## src/rtl/mandelbrot_pkg.sv

```systemverilog
// ============================================================================
// Module   : mandelbrot_pkg
// Brief    : Shared widths, state encodings and view-parameter type.
// Revision : 1.0
// ============================================================================
`default_nettype none

package mandelbrot_pkg;

    localparam int PIX_X_W = 10;
    localparam int PIX_Y_W = 9;
    localparam int ITER_W  = 6;

    typedef logic signed [15:0] q4_12_t;

    typedef enum logic [1:0] {
        ST_IDLE  = 2'd0,
        ST_RUN   = 2'd1,
        ST_FLUSH = 2'd2
    } fsm_state_e;

    typedef enum logic [1:0] {
        SLOT_FREE  = 2'd0,
        SLOT_RUN   = 2'd1,
        SLOT_DRAIN = 2'd2
    } slot_state_e;

endpackage

`default_nettype wire

```

## src/rtl/mandelbrot_raster_counter.sv

```systemverilog
// ============================================================================
// Module   : mandelbrot_raster_counter
// Brief    : x-first raster walker that parks on the last pixel of the frame.
// Revision : 1.0
// ============================================================================
`default_nettype none

module mandelbrot_raster_counter
    import mandelbrot_pkg::*;
#(
    parameter int H_RES = 640,
    parameter int V_RES = 480
) (
    input  logic               clk,
    input  logic               rst,
    input  logic               clear,
    input  logic               advance,
    output logic [PIX_X_W-1:0] x,
    output logic [PIX_Y_W-1:0] y,
    output logic               last
);

    localparam logic [PIX_X_W-1:0] X_LAST = PIX_X_W'(H_RES - 1);
    localparam logic [PIX_Y_W-1:0] Y_LAST = PIX_Y_W'(V_RES - 1);

    logic [PIX_X_W-1:0] x_q, x_d;
    logic [PIX_Y_W-1:0] y_q, y_d;

    always_comb begin
        x_d = x_q;
        y_d = y_q;
        if (clear) begin
            x_d = '0;
            y_d = '0;
        end else if (advance && !last) begin
            if (x_q == X_LAST) begin
                x_d = '0;
                y_d = y_q + 1'b1;
            end else begin
                x_d = x_q + 1'b1;
            end
        end
    end

    always_ff @(posedge clk) begin
        if (rst) begin
            x_q <= '0;
            y_q <= '0;
        end else begin
            x_q <= x_d;
            y_q <= y_d;
        end
    end

    assign x    = x_q;
    assign y    = y_q;
    assign last = (x_q == X_LAST) && (y_q == Y_LAST);

endmodule

`default_nettype wire

```

## src/rtl/mandelbrot_frame_scheduler.sv

```systemverilog
// ============================================================================
// Module   : mandelbrot_frame_scheduler
// Brief    : Dispatches raster pixels round-robin to engines, retires in order.
// Revision : 1.0
// ============================================================================
`default_nettype none

module mandelbrot_frame_scheduler
    import mandelbrot_pkg::*;
#(
    parameter int NUM_ENGINES = 2,
    parameter int H_RES       = 640,
    parameter int V_RES       = 480
) (
    input  logic                           clk,
    input  logic                           rst,
    input  logic                           start,
    input  logic signed [15:0]             center_x,
    input  logic signed [15:0]             center_y,
    input  logic [7:0]                     zoom_level,
    input  logic [5:0]                     max_iter_limit,
    output logic [NUM_ENGINES*10-1:0]      eng_pixel_x,
    output logic [NUM_ENGINES*10-1:0]      eng_pixel_y,
    output logic [NUM_ENGINES-1:0]         eng_pixel_valid,
    output logic signed [15:0]             eng_center_x,
    output logic signed [15:0]             eng_center_y,
    output logic [7:0]                     eng_zoom_level,
    output logic [5:0]                     eng_max_iter,
    output logic                           eng_enable,
    input  logic [NUM_ENGINES*6-1:0]       eng_iteration_count,
    input  logic [NUM_ENGINES-1:0]         eng_result_valid,
    output logic [9:0]                     out_x,
    output logic [8:0]                     out_y,
    output logic [5:0]                     out_iter,
    output logic                           out_valid,
    input  logic                           out_ready,
    output logic                           busy,
    output logic                           frame_done
);

    localparam int                PTR_W    = (NUM_ENGINES > 1) ? $clog2(NUM_ENGINES) : 1;
    localparam logic [PTR_W-1:0] PTR_LAST = PTR_W'(NUM_ENGINES - 1);

    fsm_state_e         state_q, state_d;
    slot_state_e        slot_q [NUM_ENGINES];
    slot_state_e        slot_d [NUM_ENGINES];
    logic [PIX_X_W-1:0] px_q   [NUM_ENGINES];
    logic [PIX_X_W-1:0] px_d   [NUM_ENGINES];
    logic [PIX_Y_W-1:0] py_q   [NUM_ENGINES];
    logic [PIX_Y_W-1:0] py_d   [NUM_ENGINES];
    logic [NUM_ENGINES-1:0] pv_q, pv_d;
    logic [PTR_W-1:0]   disp_ptr_q, disp_ptr_d, ret_ptr_q, ret_ptr_d;
    q4_12_t             cx_q, cx_d, cy_q, cy_d;
    logic [7:0]         zoom_q, zoom_d;
    logic [ITER_W-1:0]  miter_q, miter_d;
    logic [PIX_X_W-1:0] out_x_q, out_x_d;
    logic [PIX_Y_W-1:0] out_y_q, out_y_d;
    logic [ITER_W-1:0]  out_iter_q, out_iter_d;
    logic               out_valid_q, out_valid_d;
    logic               enable_q, enable_d, busy_q, busy_d, done_q, done_d;

    logic [PIX_X_W-1:0] ras_x;
    logic [PIX_Y_W-1:0] ras_y;
    logic               ras_last, ras_clear;
    logic               dispatch, retire, all_free;
    logic [ITER_W-1:0]  ret_iter;

    function automatic logic [PTR_W-1:0] ptr_inc(input logic [PTR_W-1:0] p);
        return (p == PTR_LAST) ? '0 : p + 1'b1;
    endfunction

    mandelbrot_raster_counter #(
        .H_RES (H_RES),
        .V_RES (V_RES)
    ) u_raster (
        .clk     (clk),
        .rst     (rst),
        .clear   (ras_clear),
        .advance (dispatch),
        .x       (ras_x),
        .y       (ras_y),
        .last    (ras_last)
    );

    // The start cycle already dispatches pixel (0,0): the raster is parked at
    // the origin for as long as the scheduler is idle.
    assign ras_clear = (state_d == ST_IDLE);
    assign dispatch  = ((state_q == ST_RUN) || (state_q == ST_IDLE && start))
                       && (slot_q[disp_ptr_q] == SLOT_FREE);
    assign ret_iter  = eng_iteration_count[int'(ret_ptr_q)*ITER_W +: ITER_W];
    assign retire    = (slot_q[ret_ptr_q] == SLOT_RUN) && eng_result_valid[ret_ptr_q]
                       && (!out_valid_q || out_ready);

    always_comb begin
        all_free = 1'b1;
        for (int k = 0; k < NUM_ENGINES; k++) begin
            if (slot_q[k] != SLOT_FREE) all_free = 1'b0;
        end
    end

    always_ff @(posedge clk) begin
        if (rst) begin
            state_q     <= ST_IDLE;
            for (int k = 0; k < NUM_ENGINES; k++) begin
                slot_q[k] <= SLOT_FREE;
                px_q[k]   <= '0;
                py_q[k]   <= '0;
            end
            pv_q        <= '0;
            disp_ptr_q  <= '0;
            ret_ptr_q   <= '0;
            cx_q        <= '0;
            cy_q        <= '0;
            zoom_q      <= '0;
            miter_q     <= '0;
            out_x_q     <= '0;
            out_y_q     <= '0;
            out_iter_q  <= '0;
            out_valid_q <= 1'b0;
            enable_q    <= 1'b0;
            busy_q      <= 1'b0;
            done_q      <= 1'b0;
        end else begin
            state_q     <= state_d;
            slot_q      <= slot_d;
            px_q        <= px_d;
            py_q        <= py_d;
            pv_q        <= pv_d;
            disp_ptr_q  <= disp_ptr_d;
            ret_ptr_q   <= ret_ptr_d;
            cx_q        <= cx_d;
            cy_q        <= cy_d;
            zoom_q      <= zoom_d;
            miter_q     <= miter_d;
            out_x_q     <= out_x_d;
            out_y_q     <= out_y_d;
            out_iter_q  <= out_iter_d;
            out_valid_q <= out_valid_d;
            enable_q    <= enable_d;
            busy_q      <= busy_d;
            done_q      <= done_d;
        end
    end

    always_comb begin
        state_d = state_q;
        unique case (state_q)
            ST_IDLE:  if (start) state_d = ras_last ? ST_FLUSH : ST_RUN;
            ST_RUN:   if (dispatch && ras_last) state_d = ST_FLUSH;
            ST_FLUSH: if (all_free && !out_valid_q) state_d = ST_IDLE;
            default:  state_d = ST_IDLE;
        endcase
    end

    always_comb begin
        slot_d      = slot_q;
        px_d        = px_q;
        py_d        = py_q;
        pv_d        = pv_q;
        disp_ptr_d  = disp_ptr_q;
        ret_ptr_d   = ret_ptr_q;
        cx_d        = cx_q;
        cy_d        = cy_q;
        zoom_d      = zoom_q;
        miter_d     = miter_q;
        out_x_d     = out_x_q;
        out_y_d     = out_y_q;
        out_iter_d  = out_iter_q;
        out_valid_d = out_valid_q;

        if (state_q == ST_IDLE && start) begin
            cx_d    = center_x;
            cy_d    = center_y;
            zoom_d  = zoom_level;
            miter_d = max_iter_limit;
        end

        // An engine back in IDLE still shows its old result_valid for a cycle;
        // the slot must not be reused until that has cleared.
        for (int k = 0; k < NUM_ENGINES; k++) begin
            if (slot_q[k] == SLOT_DRAIN && !eng_result_valid[k]) slot_d[k] = SLOT_FREE;
        end

        if (dispatch) begin
            slot_d[disp_ptr_q] = SLOT_RUN;
            px_d[disp_ptr_q]   = ras_x;
            py_d[disp_ptr_q]   = ras_y;
            pv_d[disp_ptr_q]   = 1'b1;
            disp_ptr_d         = ptr_inc(disp_ptr_q);
        end

        if (out_valid_q && out_ready) out_valid_d = 1'b0;

        if (retire) begin
            slot_d[ret_ptr_q] = SLOT_DRAIN;
            pv_d[ret_ptr_q]   = 1'b0;
            out_x_d           = px_q[ret_ptr_q];
            out_y_d           = py_q[ret_ptr_q];
            out_iter_d        = ret_iter;
            out_valid_d       = 1'b1;
            ret_ptr_d         = ptr_inc(ret_ptr_q);
        end

        if (state_d == ST_IDLE) begin
            disp_ptr_d = '0;
            ret_ptr_d  = '0;
        end

        enable_d = (state_d == ST_RUN);
        busy_d   = (state_d != ST_IDLE);
        done_d   = (state_q == ST_FLUSH) && (state_d == ST_IDLE);
    end

    generate
        for (genvar k = 0; k < NUM_ENGINES; k++) begin : g_eng_flat
            assign eng_pixel_x[k*PIX_X_W +: PIX_X_W] = px_q[k];
            assign eng_pixel_y[k*PIX_X_W +: PIX_X_W] = {{(PIX_X_W-PIX_Y_W){1'b0}}, py_q[k]};
        end
    endgenerate

    assign eng_pixel_valid = pv_q;
    assign eng_center_x    = cx_q;
    assign eng_center_y    = cy_q;
    assign eng_zoom_level  = zoom_q;
    assign eng_max_iter    = miter_q;
    assign eng_enable      = enable_q;
    assign out_x           = out_x_q;
    assign out_y           = out_y_q;
    assign out_iter        = out_iter_q;
    assign out_valid       = out_valid_q;
    assign busy            = busy_q;
    assign frame_done      = done_q;

endmodule

`default_nettype wire

```

## config.mk

```make
export PLATFORM = sky130hd
export DESIGN_NAME = mandelbrot_frame_scheduler
export DESIGN_NICKNAME = d
export VERILOG_FILES = /design/src/rtl/mandelbrot_pkg.sv /design/src/rtl/mandelbrot_raster_counter.sv /design/src/rtl/mandelbrot_frame_scheduler.sv
export SDC_FILE = /design/constraint.sdc
export NUM_CORES = 1
export LEC_CHECK = 0
export ABC_CLOCK_PERIOD_IN_PS = 6400
export BUFFER_PORTS_ARGS = -buffer_cell sky130_fd_sc_hd__buf_2
export CAP_MARGIN = 0
export CORE_ASPECT_RATIO = 1.4
export CORE_UTILIZATION = 54
export CTS_CLUSTER_SIZE = 8
export DETAILED_ROUTE_END_ITERATION = 8
export GPL_ROUTABILITY_DRIVEN = 0
export PLACE_DENSITY_LB_ADDON = 0.2
export SKIP_CTS_REPAIR_TIMING = 1
export SLEW_MARGIN = 20
export SYNTH_ARGS = -nofsm -noshare
export SYNTH_HDL_FRONTEND = slang
export SYNTH_HIERARCHICAL = 1
export SYNTH_SLANG_ARGS = --single-unit
```

## constraint.sdc

```tcl
create_clock -name clk -period 6.4 [get_ports clk]
set_clock_uncertainty 0.2 [all_clocks]
set_input_delay 0.64 -clock clk [delete_from_list [all_inputs] [get_ports clk]]
set_output_delay 0.64 -clock clk [all_outputs]
set_load 0.005 [all_outputs]
```

Word-level counts from Yosys, hierarchy flattened
Index checks and enable logic that the tools add are counted.
{ "totals": {"regBits": 142, "input_bits": 64, "output_inout_bits": 117, "elab_cells": 133} }
{ "op_classes": {"magnitude_cmp": 8, "eq_ne": 8, "multipliers": 1, "n_mux": 46, "n_shift": 1, "bitwise": 11, "reduce_logical": 31, "addsub": 4} }
{ "ops": {"columns": ["cell", "n"], "rows": [
  ["two-way mux 10 bit", 5],
  ["two-way mux 9 bit", 4],
  ["two-way mux 2 bit", 16],
  ["bitwise mux 20 bit", 1],
  ["bitwise mux 18 bit", 1],
  ["logical AND 1 bit", 16],
  ["indexed part select 12 x 5 -> 6 bit", 1],
  ["adder 10 x 1 -> 10 bit (second input constant)", 1],
  ["demux 10 bit (select 1 bit)", 1],
  ["== test 10 bit (second input constant)", 1],
  ["two-way mux 1 bit", 10],
  ["adder 9 x 1 -> 9 bit (second input constant)", 1],
  ["demux 9 bit (select 1 bit)", 1],
  ["== test 9 bit (second input constant)", 1],
  ["two-way mux 4 bit", 2],
  ["nonzero test 2 bit", 4],
  ["AND 2 bit", 3],
  ["== test 2 x 1 -> 1 bit (second input constant)", 3],
  ["== test 2 bit (second input constant)", 3],
  ["logical NOT 2 bit", 3],
  ["NOT 2 bit", 3],
  ["bitwise OR 2 bit", 3],
  ["case mux 2 bit (3 select lines)", 1],
  ["demux 2 bit (select 1 bit)", 2],
  ["other kinds (12)", 23]
]} }

Logic depth before layout (Yosys ltp)
{ "logic_depth": {"depth_word": 11, "ltp_mapped": 11} }

By module
Netlist, hierarchy kept.
{ "modules_own_cells": {"columns": ["module", "seq_area_each_um2", "cells_each", "area_per_inst_um2", "n_inst"], "rows": [
  ["mandelbrot_frame_scheduler", 2462.4, 518, 4446.8, 1],
  ["mandelbrot_raster_counter", 380.4, 128, 1047.3, 1]
]} }

Worst setup path before layout
No wires, ideal clock.
{ "synth_path": {"path_type": "input to register", "from": "input start", "to": "register u_raster.y_q[4] (netlist: u_raster/y[4])", "t_arrival_ns": 2.591, "stages": 10, "setup_ns": 0.070, "setup_slack_ns": 3.538, "path_buffers": 3, "cell_sequence": "o21ba_2 -> nand3_1 -> buf_2 -> nand2_1 -> buf_2 -> inv_1 -> or4_1 -> buf_2 -> or4_1 -> a21oi_1"} }
{ "synth_between": {"elab_chain_cells": 8, "elab_cells_between_ends": 11, "classes_between": "mux: 3; reduce/logical: 8"} }
{ "synth_rtl": {"columns": ["item", "line", "rtl"], "rows": [
  ["from (decl)", "mandelbrot_frame_scheduler.sv:17", "input logic start,"],
  ["logical AND 1 bit *", "mandelbrot_frame_scheduler.sv:88", "assign dispatch = ((state_q == ST_RUN) || (state_q == ST_IDLE && start))"],
  ["logical OR 1 bit *", "mandelbrot_frame_scheduler.sv:88", null],
  ["logical AND 1 bit *", "mandelbrot_frame_scheduler.sv:89", "&& (slot_q[disp_ptr_q] == SLOT_FREE);"],
  ["named net dispatch", "mandelbrot_frame_scheduler.sv:65", "logic dispatch, retire, all_free;"],
  ["logical AND 1 bit", "mandelbrot_frame_scheduler.sv:149", "ST_RUN: if (dispatch && ras_last) state_d = ST_FLUSH;"],
  ["two-way mux 2 bit", "mandelbrot_frame_scheduler.sv:149", null],
  ["case mux 2 bit (3 select lines)", "mandelbrot_frame_scheduler.sv:147", "unique case (state_q)"],
  ["logical NOT 2 bit", "mandelbrot_frame_scheduler.sv:87", "assign ras_clear = (state_d == ST_IDLE);"],
  ["OR reduction 2 bit (no source line)", null, null],
  ["to (signal assigned)", "mandelbrot_raster_counter.sv:51", "y_q <= y_d;"],
  ["to (decl)", "mandelbrot_raster_counter.sv:27", "logic [PIX_Y_W-1:0] y_q, y_d;"]
]} }
Mark *: on every way through the listed nets, which the timed path passes. The rest lies on a longest branch.
A chain may end at the register's enable or synchronous reset.

Worst setup path after layout
{ "layout_path": {"from": "register state_q[1]", "to": "register u_raster.y_q[4] (netlist: u_raster/y[4])"} }
{ "layout_between": {"elab_chain_cells": 9, "elab_cells_between_ends": 15, "classes_between": "eq/ne: 2; mux: 4; reduce/logical: 9"} }
{ "layout_rtl": {"columns": ["item", "line", "rtl"], "rows": [
  ["from (decl)", "mandelbrot_frame_scheduler.sv:44", "fsm_state_e state_q, state_d;"],
  ["from (signal assigned)", "mandelbrot_frame_scheduler.sv:124", "state_q <= state_d;"],
  ["logical NOT 2 bit", "mandelbrot_frame_scheduler.sv:88", null],
  ["logical AND 1 bit", "mandelbrot_frame_scheduler.sv:88", null],
  ["logical OR 1 bit *", "mandelbrot_frame_scheduler.sv:88", null],
  ["logical AND 1 bit *", "mandelbrot_frame_scheduler.sv:89", null],
  ["named net dispatch", "mandelbrot_frame_scheduler.sv:65", null],
  ["logical AND 1 bit", "mandelbrot_frame_scheduler.sv:149", null],
  ["two-way mux 2 bit", "mandelbrot_frame_scheduler.sv:149", null],
  ["case mux 2 bit (3 select lines)", "mandelbrot_frame_scheduler.sv:147", null],
  ["logical NOT 2 bit", "mandelbrot_frame_scheduler.sv:87", null],
  ["OR reduction 2 bit (no source line)", null, null]
]} }
Marked as above.

==> out/qor.tcl <==
set qor(drv_slew) 0
set qor(avgSynthCellArea_um2) 8.505
set qor(first_global_vias) 4783
set qor(die-height_um) 121.3
set qor(port-buffer-count) 178
set qor(synth-async-reset-ratio) 0
set qor(setup_violations) 0
set qor(dp_hpwl_mm) 9.806
set qor(path_buf_inv) 1
set qor(clk-insertion-delay-late_ns) 0.41
set qor(critPathRequiredTime_ns) 6.54
set qor(power_w) 0.002161
set qor(worst_hold_path_startpoint) {eng_max_iter[0]}
set qor(crit_arrival_ns) 4.03
set qor(route.detailed.wl_per_inst_um) 15.51
set qor(final_layout_size_suffix_gt1_frac) 0.2776
set qor(drtPass1Iterations) 5
set qor(finish.instance_area_mm2) 0.007002
set qor(intPower_w) 0.001652
set qor(outcome) {finished clean}
set qor(timing.critical_path.slowest_stage_cell) {or4_1}
set qor(crit_path_cell_trace) {o21ba_2 -> nand3_1 -> nand2_1 -> inv_1 -> or4_1 -> or4_1 -> a21oi_1}
set qor(timing_hold_violations_final) 0
set qor(detail_route.drc_violations) 0
set qor(mapped_cells) 646
set qor(tightestPinTransition_ns) 1.035
set qor(maxSlewHeadroom) 0.3044
set qor(grt_first_pass_wirelength_mm) 22.85
set qor(setup.worst_path.end_class) {register}
set qor(final_antenna_net_count) 0
set qor(timing.max_cap.violations) 0
set qor(ir_drop_uv) 265.1
set qor(worstReg2RegStart) {state_q[1]}
set qor(timing.critical_path.slowest_cell_delay_ns) 0.80
set qor(top_post_synthesis_cells_by_area) {dfxtp_1, nand2_1, a21oi_1}
set qor(cts_htree_levels) 4
set qor(grt.total_usage) 0.2773
set qor(synth_top_area_frac) 0.5174
set qor(leakage_power_of_the_design_nw) 2.894
set qor(drt-vias-per-instance) 5.604
set qor(floorplan.die_area_mm2) 0.01059
set qor(ys_types) 50
set qor(setup_total_negative_slack_ns) 0
set qor(starting_utilization_of_the_core_area) 0.5550
set qor(antenna_found_initial) 0
set qor(power_frac_clock) 0.474
set qor(layout_worst_path_cycle_share) 0.6077
set qor(netSwitchingPower_w) 0.0005090
set qor(placed_cell_area_mm2) 0.006372
set qor(ff_latch_count_synth) 142
set qor(max-clock-path-buffers) 2
set qor(syn_area_mm2) 0.005494
set qor(die_width_um) 87.25
set qor(placement_rows) 43
set qor(unrepaired_setup_endpoints_after_global_routing) {no}
set qor(synth-edff-count) 0
set qor(yosys_warnings) 6
set qor(startpoint_type) {register}
set qor(worst-path-max-fanout) 21
set qor(critPathTopFamily) {simple AND/OR/NAND/NOR gates}
set qor(min_period_ns) 3.889
set qor(top_level_port_count) 181
set qor(worstSetupStartpoint) {state_q[1]}
set qor(most-common-layout-cells) {nand2_1, buf_2, dfxtp_1, a21oi_1}
set qor(cell_pwr_density_mw_per_mm2) 308.7
set qor(coreArea_mm2) 0.009899
set qor(criticalPathCategory) {reg -> reg}
set qor(wl_mm) 14.72
set qor(critPathMostFrequentCell) {or4_1}
set qor(final_common_cell) {nand2_1}
set qor(initialDrtViolationCount) 403
set qor(main_flop_type_after_synthesis) {dfxtp_1}
set qor(synth_largest_area_cell) {dfxtp_1}
set qor(cts_sinks) 142
set qor(final_net_count) 867
set qor(layout-area-overhead-vs-synth_pct) 27.44
set qor(ys_seq_area_frac) 0.5174
set qor(combinationalPowerShare) 0.093
set qor(routed_via_count) 5318
set qor(clock.fmax_mhz) 257.1
set qor(cts_root_buffer) {clkbuf_16}
set qor(timing.hold.worst.class) {reg -> reg}
set qor(path_clk_slew_ns) 0.05
set qor(tritoncts) {built}
set qor(num_antenna_cells) 0
set qor(grt_overflow_total) 0
set qor(cts-buffers-inserted) 17
set qor(seq_power_share) 0.433
set qor(grt_max_degree) 77
set qor(sw_frac_of_total) 0.2355
power by group through the flow:
stage | clock network (W) | logic [W] | registers (W)
after detailed placement | 0 | 0.000198 | 0.000954
after CTS | 0.00104 | 0.000199 | 0.000936
after global routing | 0.00107 | 0.000220 | 0.000939
final | 0.00102 | 0.000200 | 0.000936
after global placement | 0 | 0.000192 | 0.000952
after floorplan | 0 | 0.000129 | 0.000954
sequential cells by signal, summed over array words and instances, names as in the netlist, 2 cells and up:
register / flops
u_raster/x: 10
slot_q: 4
out_y: 9
eng_center_x: 16
eng_pixel_x: 20
eng_zoom_level: 8
eng_max_iter: 6
u_raster/y: 9
state_q: 2
eng_center_y: 16
out_iter: 6
eng_pixel_y: 18
eng_pixel_valid: 2
out_x: 10
worst min-delay path: cells and delay by family (launching register included):
| family | cells | cell delay (ns) |
|---|---|---|
| DFF | 1 | 0.30 |
| and+or+nand+nor | 1 | 0.05 |
| AOI/OAI and AO/OA | 1 | 0.05 |
logic make-up after synthesis:
kind of cell / Yosys count / synth area share
other: 1 / 0.0006826
flip-flops: 142 / 0.5174
AO/OA/AOI/OAI: 191 / 0.2216
adder cells (fa/ha/maj): 2 / 0.004554
buffers and inverters: 56 / 0.04919
AND/OR/NAND/NOR: 254 / 0.2066
synthesized netlist by cell type (4+ instances only):
| cell type | number |
|---|---|
| clkbuf_1 | 18 |
| nand2_1 | 184 |
| nor3_1 | 7 |
| o21ai_0 | 13 |
| buf_2 | 21 |
| a22oi_1 | 25 |
| and4_1 | 4 |
| o2bb2ai_1 | 25 |
| nand3_1 | 7 |
| o31ai_1 | 4 |
| or3_1 | 9 |
| inv_1 | 7 |
| or4_1 | 4 |
| nor2_1 | 11 |
| dfxtp_1 | 142 |
| buf_4 | 9 |
| a21oi_1 | 102 |
| nand4_1 | 4 |
layout make-up:
cell class / count / area, um2
Fill cell: 803 / 2898
Sequential cell: 142 / 2843
Multi-Input combinational cell: 449 / 2401
Timing Repair Buffer: 184 / 938.4
Clock buffer: 21 / 460.4
Tap cell: 135 / 168.9
Clock inverter: 11 / 163.9
Inverter: 7 / 26.28
through the flow:
stage               utilization  hold slack [ns]  cells  setup slack [ns]
finish                   0.7073           0.2493    949             2.511
global route             0.7073           0.2608    949             2.322
CTS                      0.7068           0.2527    949             2.571
detailed placement       0.6437           0.2437    917             2.328
global placement         0.6437           0.2381    917             2.440
floorplan                     -           0.2439    647             3.538
worst paths after layout:
path | endpoint | slack, ns | cells after the start
hold reg to reg | eng_max_iter[0] | 0.25 | 2
setup / recovery | u_raster/y[4] | 2.51 | 7
setup reg to reg | u_raster/y[4] | 2.51 | 7
hold / removal | eng_max_iter[0] | 0.25 | 2
routing by layer:
metal  wire (um)  global-route usage  vias up  share of wire
li1            -                   -     2581              -
met1        5674              0.3202     2487           0.39
met2        7447              0.4756      225           0.51
met3        1242             0.07279       25          0.084
met4         356              0.1209        0          0.024
met5           0                   0        -              0
(Power assumes the default switching activity.)
